[config.mk]
export PLATFORM = sky130hd
export DESIGN_NAME = program_loader
export DESIGN_NICKNAME = d
export VERILOG_FILES = /design/src/rtl/program_loader.sv
export SDC_FILE = /design/constraint.sdc
export NUM_CORES = 1
export LEC_CHECK = 0
export BUFFER_PORTS_ARGS = -buffer_cell sky130_fd_sc_hd__buf_2
export CORE_ASPECT_RATIO = 1.5
export CORE_UTILIZATION = 58
export CTS_CLUSTER_SIZE = 10
export DETAILED_ROUTE_END_ITERATION = 10
export MAX_ROUTING_LAYER = met4
export PLACE_DENSITY = 0.8
export SYNTH_ARGS = -nofsm -noshare
export SYNTH_HDL_FRONTEND = slang
export SYNTH_SLANG_ARGS = --single-unit
[constraint.sdc]
create_clock -name i_clock -period 2.9 [get_ports i_clock]
set_clock_uncertainty 0.15 [all_clocks]
set_input_delay 0 -clock i_clock [delete_from_list [all_inputs] [get_ports i_clock]]
set_output_delay 0 -clock i_clock [all_outputs]
set_load 0.02 [all_outputs]
[src/rtl/program_loader.sv]
// Program loader: unpacks a SYNC/LEN/DATA byte frame into instruction-memory write strobes.
// Define CHECKSUM_EN to require a trailing XOR-of-data byte before a frame counts as loaded.
module program_loader #(
   parameter int         NB_INSTRUCTION = 16,
   parameter int         NB_ADDR        = 10,
   parameter int         ROM_DEPTH      = 2**NB_ADDR,
   parameter logic [7:0] SYNC_BYTE      = 8'hA5
) (
   input  logic                      i_clock,
   input  logic                      i_reset,
   input  logic [7:0]                i_rx_data,
   input  logic                      i_rx_valid,
   output logic                      o_wr_en,
   output logic [NB_ADDR-1:0]        o_wr_addr,
   output logic [NB_INSTRUCTION-1:0] o_wr_data,
   output logic                      o_busy,
   output logic                      o_done,
   output logic                      o_loaded,
   output logic                      o_error
);
   localparam int BPW     = NB_INSTRUCTION / 8;
   localparam int NB_BCNT = (BPW > 1) ? $clog2(BPW) : 1;
   localparam int NB_WCNT = NB_ADDR + 1;
   localparam int NB_SH   = (BPW > 1) ? NB_INSTRUCTION - 8 : 1;

`ifdef CHECKSUM_EN
   typedef enum logic [2:0] {ST_IDLE, ST_LEN_HI, ST_LEN_LO, ST_DATA, ST_CHECK, ST_ERR} state_t;
`else
   typedef enum logic [2:0] {ST_IDLE, ST_LEN_HI, ST_LEN_LO, ST_DATA, ST_ERR} state_t;
`endif

   state_t                    r_state,   w_state_next;
   logic [15:0]               r_len,     w_len_next;
   logic [NB_BCNT-1:0]        r_bcnt,    w_bcnt_next;
   logic [NB_WCNT-1:0]        r_wcnt,    w_wcnt_next;
   logic [NB_SH-1:0]          r_shift,   w_shift_next;
   logic                      r_wr_en,   w_wr_en_next;
   logic [NB_ADDR-1:0]        r_wr_addr, w_wr_addr_next;
   logic [NB_INSTRUCTION-1:0] r_wr_data, w_wr_data_next;
   logic                      r_done,    w_done_next;
   logic                      r_loaded,  w_loaded_next;
   logic                      r_error,   w_error_next;
`ifdef CHECKSUM_EN
   logic [7:0]                r_csum,    w_csum_next;
`endif

   logic [NB_INSTRUCTION-1:0] w_word;
   logic [NB_SH-1:0]          w_shift_in;
   logic [15:0]               w_len_full;
   logic                      w_len_bad;
   logic                      w_last_word;
   logic                      w_sync;

   // The partial word keeps the BPW-1 oldest bytes; the incoming byte completes it (MSB first).
   generate
      if (BPW > 1) begin : g_multi
         assign w_word     = {r_shift, i_rx_data};
         assign w_shift_in = w_word[NB_SH-1:0];
      end else begin : g_single
         assign w_word     = i_rx_data;
         assign w_shift_in = '0;
      end
   endgenerate

   assign w_sync      = i_rx_valid && (i_rx_data == SYNC_BYTE);
   assign w_len_full  = {r_len[15:8], i_rx_data};
   assign w_len_bad   = (w_len_full == 16'd0) || ({16'd0, w_len_full} > ROM_DEPTH);
   assign w_last_word = ({{(32-NB_WCNT){1'b0}}, r_wcnt} + 32'd1) == {16'd0, r_len};

   always_ff @(posedge i_clock or negedge i_reset) begin
      if (!i_reset) begin
         r_state   <= ST_IDLE;
         r_len     <= '0;
         r_bcnt    <= '0;
         r_wcnt    <= '0;
         r_shift   <= '0;
         r_wr_en   <= 1'b0;
         r_wr_addr <= '0;
         r_wr_data <= '0;
         r_done    <= 1'b0;
         r_loaded  <= 1'b0;
         r_error   <= 1'b0;
`ifdef CHECKSUM_EN
         r_csum    <= '0;
`endif
      end else begin
         r_state   <= w_state_next;
         r_len     <= w_len_next;
         r_bcnt    <= w_bcnt_next;
         r_wcnt    <= w_wcnt_next;
         r_shift   <= w_shift_next;
         r_wr_en   <= w_wr_en_next;
         r_wr_addr <= w_wr_addr_next;
         r_wr_data <= w_wr_data_next;
         r_done    <= w_done_next;
         r_loaded  <= w_loaded_next;
         r_error   <= w_error_next;
`ifdef CHECKSUM_EN
         r_csum    <= w_csum_next;
`endif
      end
   end

   always_comb begin
      w_state_next   = r_state;
      w_len_next     = r_len;
      w_bcnt_next    = r_bcnt;
      w_wcnt_next    = r_wcnt;
      w_shift_next   = r_shift;
      w_wr_en_next   = 1'b0;
      w_wr_addr_next = r_wr_addr;
      w_wr_data_next = r_wr_data;
      w_done_next    = 1'b0;
      w_loaded_next  = r_loaded;
      w_error_next   = r_error;
`ifdef CHECKSUM_EN
      w_csum_next    = r_csum;
`endif

      case (r_state)
         ST_IDLE, ST_ERR: begin
            if (w_sync) begin
               w_state_next  = ST_LEN_HI;
               w_loaded_next = 1'b0;
               w_error_next  = 1'b0;
            end
         end
         ST_LEN_HI: begin
            if (i_rx_valid) begin
               w_len_next[15:8] = i_rx_data;
               w_state_next     = ST_LEN_LO;
            end
         end
         ST_LEN_LO: begin
            if (i_rx_valid) begin
               w_len_next[7:0] = i_rx_data;
               if (w_len_bad) begin
                  w_state_next = ST_ERR;
                  w_error_next = 1'b1;
               end else begin
                  w_state_next = ST_DATA;
                  w_bcnt_next  = '0;
                  w_wcnt_next  = '0;
`ifdef CHECKSUM_EN
                  w_csum_next  = '0;
`endif
               end
            end
         end
         ST_DATA: begin
            if (i_rx_valid) begin
               w_shift_next = w_shift_in;
`ifdef CHECKSUM_EN
               w_csum_next  = r_csum ^ i_rx_data;
`endif
               if (r_bcnt == NB_BCNT'(BPW - 1)) begin
                  w_bcnt_next    = '0;
                  w_wr_en_next   = 1'b1;
                  w_wr_addr_next = r_wcnt[NB_ADDR-1:0];
                  w_wr_data_next = w_word;
                  w_wcnt_next    = r_wcnt + NB_WCNT'(1);
                  if (w_last_word) begin
`ifdef CHECKSUM_EN
                     w_state_next  = ST_CHECK;
`else
                     w_state_next  = ST_IDLE;
                     w_done_next   = 1'b1;
                     w_loaded_next = 1'b1;
`endif
                  end
               end else begin
                  w_bcnt_next = r_bcnt + NB_BCNT'(1);
               end
            end
         end
`ifdef CHECKSUM_EN
         // Writes already issued stay in memory even when the checksum disagrees.
         ST_CHECK: begin
            if (i_rx_valid) begin
               if (i_rx_data == r_csum) begin
                  w_state_next  = ST_IDLE;
                  w_done_next   = 1'b1;
                  w_loaded_next = 1'b1;
               end else begin
                  w_state_next  = ST_ERR;
                  w_error_next  = 1'b1;
               end
            end
         end
`endif
         default: w_state_next = ST_IDLE;
      endcase
   end

   assign o_wr_en   = r_wr_en;
   assign o_wr_addr = r_wr_addr;
   assign o_wr_data = r_wr_data;
   assign o_done    = r_done;
   assign o_loaded  = r_loaded;
   assign o_error   = r_error;
   assign o_busy    = (r_state != ST_IDLE) && (r_state != ST_ERR);

endmodule

# [Word level (Yosys, flattened, before mapping)]
# Index checks and enable logic that the tools add are counted.
[classes] n_addsub=3 order_cmp=1 eq_ne=15 n_mux=33 n_reduce_logical=19
[op_table] op="11-bit two-way mux" n=4
[op_table] op="11-bit case mux with 2 select lines" n=1
[op_table] op="3-bit two-way mux" n=7
[op_table] op="1-bit two-way mux" n=17
[op_table] op="12-bit by 16-bit == test with 1-bit output" n=1
[op_table] op="16-bit by 11-bit greater-than comparator with 1-bit output, second input constant" n=1
[op_table] op="16-bit zero test" n=1
[op_table] op="2-bit != test, second input constant" n=8
[op_table] op="11-bit by 1-bit adder with 12-bit output, second input constant" n=1
[op_table] op="3-bit case mux with 4 select lines" n=1
[op_table] op="11-bit by 1-bit adder with 11-bit output, second input constant" n=1
[op_table] op="5-bit AND reduction" n=2
[op_table] op="8-bit == test, second input constant" n=1
[op_table] op="4-bit AND reduction" n=2
[op_table] op="3-bit by 2-bit == test with 1-bit output, second input constant" n=2
[op_table] op="1-bit case mux with 2 select lines" n=3
[op_table] op="2-bit AND reduction" n=3
[op_table] op="6-bit AND reduction" n=1
[op_table] op="2-bit nonzero test" n=3
[op_table] op="3-bit by 1-bit == test with 1-bit output, second input constant" n=1
[op_table] op="3-bit == test, second input constant" n=1
[op_table] op="3-bit zero test" n=1
[op_table] op="3-bit != test, second input constant" n=1
[op_table] op="3-bit AND reduction" n=1
[op_table] op="5 further kinds" n=6
[totals] regBits=69 output_inout_bits=31 word_cells=83

# [Depth between registers and ports, before layout]
[depth] word_depth=6 mapped_depth=9 mapped_depth_nobuf=7

# [Least setup slack after synthesis]
# No wires, ideal clock.
[synth_path] path_kind="register to register" startpoint="register r_wcnt[0]" endpoint="register r_state[1]" t_arrival_ns=2.129 required_time_ns=2.631 slack_ns=0.502 stages_incl_launch_ff=9 path_buffers=1 period_less_slack_ns=2.398 path_cell_list="dfrtp_1 ha_1 buf_2 nor2b_1 or4b_1 nand3_1 nand2_1 or4_4 o21a_1"
[synth_between] elab_chain_cells=4
[synth_rtl] item="start, declared" line_no="35" text="logic [NB_WCNT-1:0] r_wcnt, w_wcnt_next;"
[synth_rtl] item="start signal, assigned" line_no="90" text="r_wcnt <= w_wcnt_next;"
[synth_rtl] item="11-bit by 1-bit adder with 12-bit output" line_no="68" text="assign w_last_word = ({{(32-NB_WCNT){1'b0}}, r_wcnt} + 32'd1) == {16'd0, r_len};"
[synth_rtl] item="12-bit by 16-bit == test with 1-bit output" line_no="68"
[synth_rtl] item="2-bit != test (no source line)"
[synth_rtl] item="6-bit AND reduction (no source line)"
[synth_rtl] item="end signal, assigned" line_no="87" text="r_state <= w_state_next;"
[synth_rtl] item="end, declared" line_no="32" text="state_t r_state, w_state_next;"
# No other way between the ends.
# A chain may end at the register's enable or synchronous reset.

# [Worst setup path after layout]
# Ends and elaborated chain as after synthesis.

==> flow_summary.yaml <==
outcome:
  status: "finished clean"
critical_path:
  cp-end-kind: "flip-flop"
  cp_data_required_time_ns: 3.00
  crit-reg2reg-launch: "r_wcnt[0]$_DFFE_PN0P_"
  setup.worst_path.class: "flip-flop to flip-flop"
  crit_arrival_ns: 2.74
  cp_slowest_cell: "or4_4"
  cp_max_fo: 3
  path_cells: "ha_1 > xnor2_1 > nand3_1 > nor4b_1 > nand2_1 > or4_4 > o21a_1"
  cp_slowest_stage_delay_ns: 0.55
  start_kind: "flip-flop"
  crit_family: "simple AND/OR/NAND/NOR gates"
  worstSetupStartpoint: "r_wcnt[0]$_DFFE_PN0P_"
  crit_buf_inv: 0
clock_network:
  htree_num_levels: 3
  clkTransAtPathRegs_ns: 0.08
  root_buffer: "clkbuf_8"
  cts_buffers: 9
  cts_sinks: 69
  clk_latency_ns: 0.36
  cts_tree: "built"
  clockBufferDepth: 2
detailed_routing:
  vias: 2717
  routed_wl_um: 7750
  drtIter0Drc: 171
  first_pass_iters: 5
  drc_errors: 0
  vias_per_cell: 5.78
  routedWlPerCell_um: 16.5
  postRouteAntennaNets: 0
finish:
  nNetsFinal: 407
  diodes: 0
  fill_cells: 437
  ff_latch_area_mm2: 0.00173
  multi_input_comb_area_mm2: 0.00149
  stdcell_count: 470
  design_area_mm2: 0.00390
  area_growth_pct: 16.5
  drive_above_1_share: 0.245
timing:
  slew_headroom: 0.419
  rsz0062_at_grt: "no"
  period_share: 0.912
  setup_tns_ns: 0
  finalSetupViolCount: 0
  tightest_slew_ns: 0.869
  slew_viol_final: 0
  hold_viol_final: 0
  period_needed_ns: 2.64
  fmax_ghz: 0.378
yosys:
  synth_top_flop_cell: "dfrtp_1"
  synth.area.top_cells: "dfrtp_1 (52%), nand2_1 (10%), mux2_2 (7.7%)"
  synthCells: 342
  synth_area_per_cell_um2: 9.79
  synth_edf_count: 0
  yosys_warnings: 0
  synth_cell_type_count: 51
  synth_area_leader_cell: "dfrtp_1"
  ys_async_sr_fraction: 1.00
  synth_area_mm2: 0.00335
  ys_seq_elements: 69
  synth_fp_nets: 354
  synth_seq_area_share: 0.516
  yosys.area.top_type_share: 0.516
placed_design:
  dp_hpwl_um: 5020
  gp_congestion: 0.901
  portBuffers: 41
  placed_area_mm2: 0.00360
  place_inst: 443
global_route:
  grt_pass1_wl_um: 12900
  grt_pass1_vias: 2672
  grt-ovfl-total: 0
  gr-usage-all-layers: 0.298
  antenna_found_initial: 0
  grt_max_degree: 45
pwr:
  clkPwrFrac: 0.208
  p_total_mw: 3.71
  switchingPower_mw: 1.42
  p_per_area_mw_per_mm2: 951
  vdd_drop_max_uv: 620
  sequentialPowerShare: 0.418
  p_sw_frac: 0.384
  internal-power_mw: 2.29
  p_comb_frac: 0.374
  power.leakage_nw: 1.86
die:
  dieArea_mm2: 0.00609
  io-pin-count: 42
  die_w_um: 64.1
  core-area_mm2: 0.00553
  die_h_um: 95.1
  fp-row-count: 33
  start_util: 0.605
worst_hold_path:
  hold_path_class: "input pin to asynchronous set/reset pin"
job:
  max_cap_violations: 0
-- final timing paths --
path                                             to  slack, ns  cells past startpoint
setup reg to reg             r_state[1]$_DFFE_PN0P_       0.26                      7
hold / removal             o_wr_data[0]$_DFFE_PN0P_       0.05                      3
hold reg to reg            o_wr_data[9]$_DFFE_PN0P_       0.32                      2
min in group i_clock       o_wr_data[4]$_DFFE_PN0P_       0.31                      4
setup / recovery             r_state[1]$_DFFE_PN0P_       0.26                      7
max in group asynchronous    r_shift[2]$_DFFE_PN0P_       1.33                      3
-- metal layers --
metal	part of all wire	GRT usage	wire length [um]	vias to the layer above
met1	0.41	0.330	3200	1345
met5	0	-	0	-
met2	0.51	0.496	3940	78
met4	0.024	0.146	183	0
met3	0.055	0.0801	425	16
li1	-	-	-	1278
-- cell type report --
class                           instances  area share
Sequential cell                        69       0.442
Multi-Input combinational cell        247       0.381
Timing Repair Buffer                   61      0.0981
Clock buffer                           11      0.0337
Tap cell                               70      0.0224
Clock inverter                          5      0.0157
Inverter                                7     0.00673
-- registers in the layout (all words and copies together), names as in the netlist --
name       cells
o_loaded       1
r_wcnt        11
o_done         1
o_wr_addr     10
o_error        1
r_bcnt         1
r_len         16
o_wr_en        1
r_state        3
o_wr_data     16
r_shift        8
-- tightest hold or removal path, delay by kind of cell --
kind                   cells  cell delay (ns)
buffers and inverters      3             0.95
-- stage by stage --
stage	hold slack (ns)	setup WS, ns	utilization
global route	0.0997	0.108	0.705
detailed placement	-0.162	0.339	0.651
floorplan	-0.446	0.502	-
finish	0.0494	0.255	0.705
CTS	0.0625	0.319	0.705
global placement	-0.174	0.419	0.651
-- kinds of logic after synthesis --
family	Yosys count	share of synthesized area
AND/OR/NAND/NOR	154	0.219
flip-flops	69	0.516
AO/OA/AOI/OAI	56	0.109
buffers and inverters	26	0.0407
multiplexers	23	0.0773
XOR/XNOR	13	0.0340
adder cells (fa/ha/maj)	1	0.00373
-- cell usage in the layout, fill, tap and decap left out, types with 5 or more instances in the layout --
cell type	Yosys	routed
nand2b_1	5	5
nand3_1	11	11
clkbuf_8	0	9
buf_4	1	9
dlygate4sd3_1	0	11
xor2_1	8	8
mux2_2	23	23
inv_1	7	7
o31ai_1	6	6
nor2_1	13	13
dfrtp_1	69	69
xnor2_1	5	5
o21ai_0	21	21
nand2_1	92	92
buf_2	3	41
a21oi_1	6	6
-- power by group through the flow --
| stage | clock network (mW) | logic [mW] | registers [mW] |
|---|---|---|---|
| after floorplan | 0 | 0.892 | 1.64 |
| after global placement | 0 | 1.31 | 1.54 |
| after detailed placement | 0 | 1.36 | 1.56 |
| after CTS | 0.788 | 1.38 | 1.54 |
| after global routing | 0.816 | 1.53 | 1.59 |
| final | 0.773 | 1.39 | 1.55 |
-- cell usage after synthesis (2+ instances only) --
| cell type | number |
|---|---|
| a211o_1 | 2 |
| a211oi_1 | 2 |
| a21o_1 | 2 |
| a21oi_1 | 6 |
| a311oi_1 | 2 |
| a31oi_1 | 4 |
| and2_1 | 3 |
| and2_2 | 2 |
| and3_1 | 2 |
| buf_2 | 3 |
| buf_6 | 4 |
| clkbuf_1 | 9 |
| dfrtp_1 | 69 |
| inv_1 | 7 |
| mux2_2 | 23 |
| nand2_1 | 92 |
| nand2b_1 | 5 |
| nand3_1 | 11 |
| nand4_1 | 4 |
| nor2_1 | 13 |
| nor2b_1 | 3 |
| nor3_1 | 3 |
| nor4_1 | 4 |
| nor4b_1 | 2 |
| o21a_1 | 3 |
| o21ai_0 | 21 |
| o31ai_1 | 6 |
| xnor2_1 | 5 |
| xor2_1 | 8 |
-- timing repair --
item / CTS / global route
hold buffers: 11 / 0
hold endpoints to repair: 104 / 0
buffers inserted: 0 / 0
resized for setup: 0 / 0
No activity file was read; power rests on OpenSTA's default activity.
